`src/rtl/cmos_rgb565_capture.sv`:
```
// Sensor byte-to-RGB565 pixel capture in the pixel-clock domain: skips settling
// frames after reset, pairs bytes into pixels and reports coordinates and line errors.
module cmos_rgb565_capture #(
  parameter int IMG_WIDTH  = 1280,
  parameter int FRAME_SKIP = 10
) (
  input  logic        clk,
  input  logic        rst_n,
  input  logic        cmos_vsync,
  input  logic        cmos_href,
  input  logic [7:0]  cmos_db,
  output logic [15:0] pix_data,
  output logic        pix_valid,
  output logic [10:0] pix_x,
  output logic [10:0] pix_y,
  output logic        frame_start,
  output logic        capture_en,
  output logic        line_err
);

  localparam logic [15:0] SKIP_W  = 16'(FRAME_SKIP);
  localparam logic [10:0] WIDTH_W = 11'(IMG_WIDTH);
  localparam logic [10:0] CNT_MAX = 11'h7FF;

  logic        vsync_d1_q, vsync_d1_d, vsync_d2_q, vsync_d2_d;
  logic        href_d1_q, href_d1_d, href_d2_q, href_d2_d;
  logic [7:0]  db_d1_q, db_d1_d, hi_byte_q, hi_byte_d;
  logic [15:0] frame_cnt_q, frame_cnt_d;
  logic        capture_en_q, capture_en_d, armed_q, armed_d;
  logic        byte_phase_q, byte_phase_d, line_abort_q, line_abort_d;
  logic [10:0] x_cnt_q, x_cnt_d, y_cnt_q, y_cnt_d;
  logic [15:0] pix_data_q, pix_data_d;
  logic        pix_valid_q, pix_valid_d;
  logic [10:0] pix_x_q, pix_x_d, pix_y_q, pix_y_d;
  logic        frame_start_q, frame_start_d, line_err_q, line_err_d;

  logic vs_rise, href_fall, abort, emit;

  always_comb begin
    vs_rise   = vsync_d1_q & ~vsync_d2_q;
    href_fall = ~href_d1_q & href_d2_q;
    abort     = vs_rise & href_d1_q;
    // Nothing is emitted for the rest of a line cut by vsync.
    emit      = href_d1_q & byte_phase_q & armed_q & ~vs_rise & ~line_abort_q;

    vsync_d1_d    = cmos_vsync;
    vsync_d2_d    = vsync_d1_q;
    href_d1_d     = cmos_href;
    href_d2_d     = href_d1_q;
    db_d1_d       = cmos_db;
    hi_byte_d     = hi_byte_q;
    frame_cnt_d   = frame_cnt_q;
    armed_d       = armed_q;
    byte_phase_d  = byte_phase_q;
    line_abort_d  = line_abort_q;
    x_cnt_d       = x_cnt_q;
    y_cnt_d       = y_cnt_q;
    pix_data_d    = pix_data_q;
    pix_valid_d   = 1'b0;
    pix_x_d       = pix_x_q;
    pix_y_d       = pix_y_q;
    frame_start_d = 1'b0;
    line_err_d    = 1'b0;

    if (vs_rise && frame_cnt_q != SKIP_W) frame_cnt_d = frame_cnt_q + 16'd1;
    capture_en_d = (frame_cnt_d == SKIP_W);

    // Arming only on a frame boundary guarantees the first captured frame is whole.
    if (vs_rise && capture_en_q) armed_d = 1'b1;
    frame_start_d = vs_rise & (armed_q | capture_en_q);

    if (href_d1_q) begin
      byte_phase_d = ~byte_phase_q;
      if (!byte_phase_q) hi_byte_d = db_d1_q;
    end else begin
      byte_phase_d = 1'b0;
    end

    if (emit) begin
      pix_valid_d = 1'b1;
      pix_data_d  = {hi_byte_q, db_d1_q};
      pix_x_d     = x_cnt_q;
      pix_y_d     = y_cnt_q;
      if (x_cnt_q != CNT_MAX) x_cnt_d = x_cnt_q + 11'd1;
    end
    if (!href_d1_q) x_cnt_d = 11'd0;

    if (href_fall) begin
      if (x_cnt_q != 11'd0 && y_cnt_q != CNT_MAX) y_cnt_d = y_cnt_q + 11'd1;
      if (armed_q && !line_abort_q && (x_cnt_q != WIDTH_W || byte_phase_q))
        line_err_d = 1'b1;
    end

    if (abort)           line_abort_d = 1'b1;
    else if (!href_d1_q) line_abort_d = 1'b0;

    if (vs_rise) y_cnt_d = 11'd0;
    if (abort) begin
      x_cnt_d      = 11'd0;
      byte_phase_d = 1'b0;
    end
  end

  always_ff @(posedge clk or negedge rst_n) begin
    if (!rst_n) begin
      vsync_d1_q    <= 1'b0;
      vsync_d2_q    <= 1'b0;
      href_d1_q     <= 1'b0;
      href_d2_q     <= 1'b0;
      db_d1_q       <= 8'd0;
      hi_byte_q     <= 8'd0;
      frame_cnt_q   <= 16'd0;
      capture_en_q  <= 1'b0;
      armed_q       <= 1'b0;
      byte_phase_q  <= 1'b0;
      line_abort_q  <= 1'b0;
      x_cnt_q       <= 11'd0;
      y_cnt_q       <= 11'd0;
      pix_data_q    <= 16'd0;
      pix_valid_q   <= 1'b0;
      pix_x_q       <= 11'd0;
      pix_y_q       <= 11'd0;
      frame_start_q <= 1'b0;
      line_err_q    <= 1'b0;
    end else begin
      vsync_d1_q    <= vsync_d1_d;
      vsync_d2_q    <= vsync_d2_d;
      href_d1_q     <= href_d1_d;
      href_d2_q     <= href_d2_d;
      db_d1_q       <= db_d1_d;
      hi_byte_q     <= hi_byte_d;
      frame_cnt_q   <= frame_cnt_d;
      capture_en_q  <= capture_en_d;
      armed_q       <= armed_d;
      byte_phase_q  <= byte_phase_d;
      line_abort_q  <= line_abort_d;
      x_cnt_q       <= x_cnt_d;
      y_cnt_q       <= y_cnt_d;
      pix_data_q    <= pix_data_d;
      pix_valid_q   <= pix_valid_d;
      pix_x_q       <= pix_x_d;
      pix_y_q       <= pix_y_d;
      frame_start_q <= frame_start_d;
      line_err_q    <= line_err_d;
    end
  end

  assign pix_data    = pix_data_q;
  assign pix_valid   = pix_valid_q;
  assign pix_x       = pix_x_q;
  assign pix_y       = pix_y_q;
  assign frame_start = frame_start_q;
  assign capture_en  = capture_en_q;
  assign line_err    = line_err_q;

endmodule

```
`config.mk`:
```
export PLATFORM = sky130hd
export DESIGN_NAME = cmos_rgb565_capture
export DESIGN_NICKNAME = d
export VERILOG_FILES = /design/src/rtl/cmos_rgb565_capture.sv
export SDC_FILE = /design/constraint.sdc
export NUM_CORES = 1
export LEC_CHECK = 0
export ABC_AREA = 1
export BUFFER_PORTS_ARGS = -buffer_cell sky130_fd_sc_hd__buf_2
export CAP_MARGIN = 5
export CORE_MARGIN = 2
export CORE_UTILIZATION = 50
export DETAILED_ROUTE_END_ITERATION = 8
export HOLD_SLACK_MARGIN = 0.06
export PLACE_DENSITY = 0.8
export SYNTH_ARGS = -nofsm -noshare
export SYNTH_HDL_FRONTEND = slang
export SYNTH_SLANG_ARGS = --single-unit
```
`constraint.sdc`:
```
create_clock -name clk -period 2.3 [get_ports clk]
set_input_delay 0.46 -clock clk [delete_from_list [all_inputs] [get_ports clk]]
set_output_delay 0.46 -clock clk [all_outputs]
set_load 0.01 [all_outputs]
```
==> reports/metrics.csv <==
stage;metric;value;unit
floorplanning;die_h;102;um
synthesis;ys_ff_latch;103;
outcome;status;finished, final reports clean;
setup_path;worstSetupPathType;register to register;
job;max-cap-violations;0;
global_route;grt_usage;20.2;%
floorplanning;io_pins;54;
worst_hold_path;timing.hold.worst.class;input pin to register;
route;drc_errors;0;
synthesis;synth_top_area_share;53.9;%
setup_path;reg2reg_from;frame_cnt_q[0];
floorplanning;dieArea;10400;sq um
clock_tree;clock_latency;380;ps
setup_path;end_kind;register;
clock_tree;cts-buffers-inserted;9;
final_layout;drive_gt1_share;19.0;%
setup_path;worstPathRequired;2570;ps
timing;slew_headroom;58.4;%
synthesis;syn_area;4780;sq um
final_layout;final_util;58.3;%
timing;clock_skew;22.0;ps
power;power_density;747;nW/um^2
route;vias_per_cell;4.99;
synthesis;ys_seq_area_share;53.9;%
clock_tree;tritoncts;built;
synthesis;synth_cells;554;
synthesis;async_flop_share;100;%
floorplanning;start_util;51.7;%
timing;fin_setup_tns;0;ps
synthesis;synth_edf_count;0;
clock_tree;holdBufCountCts;1;
final_layout;nNetsFinal;628;
synthesis;yosys_warnings;0;
clock_tree;post_cts_resized;0;
setup_path;ff2ff_path_depth;15;
timing;slew_violations;0;
worst_hold_path;worstHoldStart;cmos_db[4];
timing;final-setup-viol-count;0;
synthesis;synth_commonest_cells;187 x nand2_1, 103 x dfrtp_1, 44 x inv_1;
placement;dp_hpwl;7020;um
setup_path;cp_max_fo;15;
power;power.leakage;2.76;nW
placement;portBuffers;53;
synthesis;post-synth-top-count-cell;nand2_1;
power;ir_worst_vdd;0.000362;V
synthesis;ys_types;34;
route;routed_wl;9660;um
timing;rsz0062_at_grt;false;
setup_path;crit_arrival;2190;ps
clock_tree;htreeDepth;3;
synthesis;yosys-top-cells-area;dfrtp_1 54%, nand2_1 15%, nand3_1 3.7%;
timing;hold_viol;0;
placement;place.gp.congestion;0.884;
synthesis;syn-num-nets;571;
final_layout;antenna-diode-count;0;
route;drt-initial-drc-count;234;
timing;worst_slew_pin_slew;622;ps
global_route;overflow;0;
route;ant_nets;0;
synthesis;synth.largest_area_cell;dfrtp_1;
timing;min_period;1920;ps
clock_tree;post-cts-setup-buffers;0;
route;wl_per_cell;13.0;um
route;first_pass_iters;4;
clock_tree;clkTransAtPathRegs;100;ps
final_layout;area_delta_synth_final;12.7;%
power;power;4.02;mW
synthesis;ys.flop_type;dfrtp_1;
synthesis;syn_area_per_cell;8.63;sq um
timing;fmax;0.521;GHz
timing;finalCritPeriodShare;83.5;%
clock_tree;clock_sinks;103;
clock_tree;cts_root_buffer;clkbuf_8;
floorplanning;coreArea;9240;sq um
route;vias;3720;
setup_path;worstSetupStartpoint;frame_cnt_q[0];
floorplanning;die_w;102;um
global_route;grt_max_degree;58;
global_route;grt_pass1_wl;16400;um
clock_tree;ctsLongestPathBuffers;2;
global_route;grt_pass1_vias;3559;
worst_hold_path;worstHoldPathCells;1;
global_route;grt_antenna_before_repair;0;
setup_path;critPathLaunchType;register;
floorplanning;row_count;35;
## registers in the layout, summed over array words and instances, names as in the netlist, 8 cells and up
register,flops
db_d1_q,8
frame_cnt_q,16
hi_byte_q,8
pix_data,16
pix_x,11
pix_y,11
x_cnt_q,11
y_cnt_q,11
## final cells by class
cell class / instances / area, sq um
clock buffer: 11 / 141
tap: 129 / 161
timing repair buffer: 61 / 343
sequential: 103 / 2580
multi-input combinational: 384 / 1920
inverter: 52 / 198
clock inverter: 5 / 46.3
fill: 811 / 3860
## worst max-delay path, stage by stage, from the launching register on
cell      delay, ps
dfrtp_1         440
inv_1           140
ha_1            190
nand2_1          60
inv_1            60
nand2_1          50
nor2_2          130
nand2_4         110
nand2_4         190
nand2_1          70
nand2_1          90
clkinv_1         60
nand2_1          70
nor2_1           50
nand2_1          80
nor2_2           40
## final timing paths
check | end | slack [ps]
setup / recovery | capture_en | 380
hold / removal | db_d1_q[4] | 190
hold reg to reg | vsync_d2_q | 390
max in group asynchronous | line_err | 1160
min in group asynchronous | pix_y[4] | 510
setup reg to reg | capture_en | 380
## routing by layer
layer | part of all wire (%) | GRT usage (%) | vias up
li1 | - | - | 1875
met1 | 46 | 27.1 | 1746
met2 | 49 | 32.8 | 83
met3 | 3.6 | 4.28 | 16
met4 | 1.9 | 7.17 | 0
met5 | 0 | 0 | -
## cells in the final DEF, fill, tap and decap left out, types with 6 or more instances in the layout
cell type	netlist	routed
nand2_2	8	8
inv_1	44	44
nor2_1	39	39
nand2_1	187	187
nor2_2	9	9
dfrtp_1	103	103
xor2_1	11	11
nand3b_1	6	6
nor3_1	8	8
nand3_1	35	35
a21oi_1	7	7
o21ai_0	20	20
nand4_1	14	14
mux2_2	7	7
buf_2	6	52
buf_4	0	7
o21ai_1	7	7
clkbuf_8	0	10
## where the power goes
part / total, mW / internal, mW / leakage [nW] / switching (mW)
Combinational: 0.750 / 0.282 / 1.30 / 0.468
Sequential: 2.18 / 2.01 / 1.37 / 0.170
Clock: 1.10 / 0.444 / 0.0964 / 0.652
## kinds of logic (layout without fill, tap and decap cells)
group | count (synthesis) | after routing | synth area share, %
muxes | 7 | 7 | 1.65
xor gates and xnor gates | 14 | 14 | 2.57
DFF | 103 | 103 | 53.9
adders and majority gates | 5 | 5 | 1.31
AOI/OAI and AO/OA | 39 | 39 | 4.56
and+or+nand+nor | 319 | 319 | 30.0
buffers and inverters | 67 | 129 | 5.94
## through the flow
step	cells	area [sq um]	hold slack [ps]	worst slack [ps]
after global routing	745	5380	157	108
after global placement	728	5190	363	474
final	745	5380	190	380
after CTS	745	5380	174	388
after detailed placement	728	5190	370	421
after floorplan	554	4780	164	643
No activity file was read; power rests on OpenSTA's default activity.
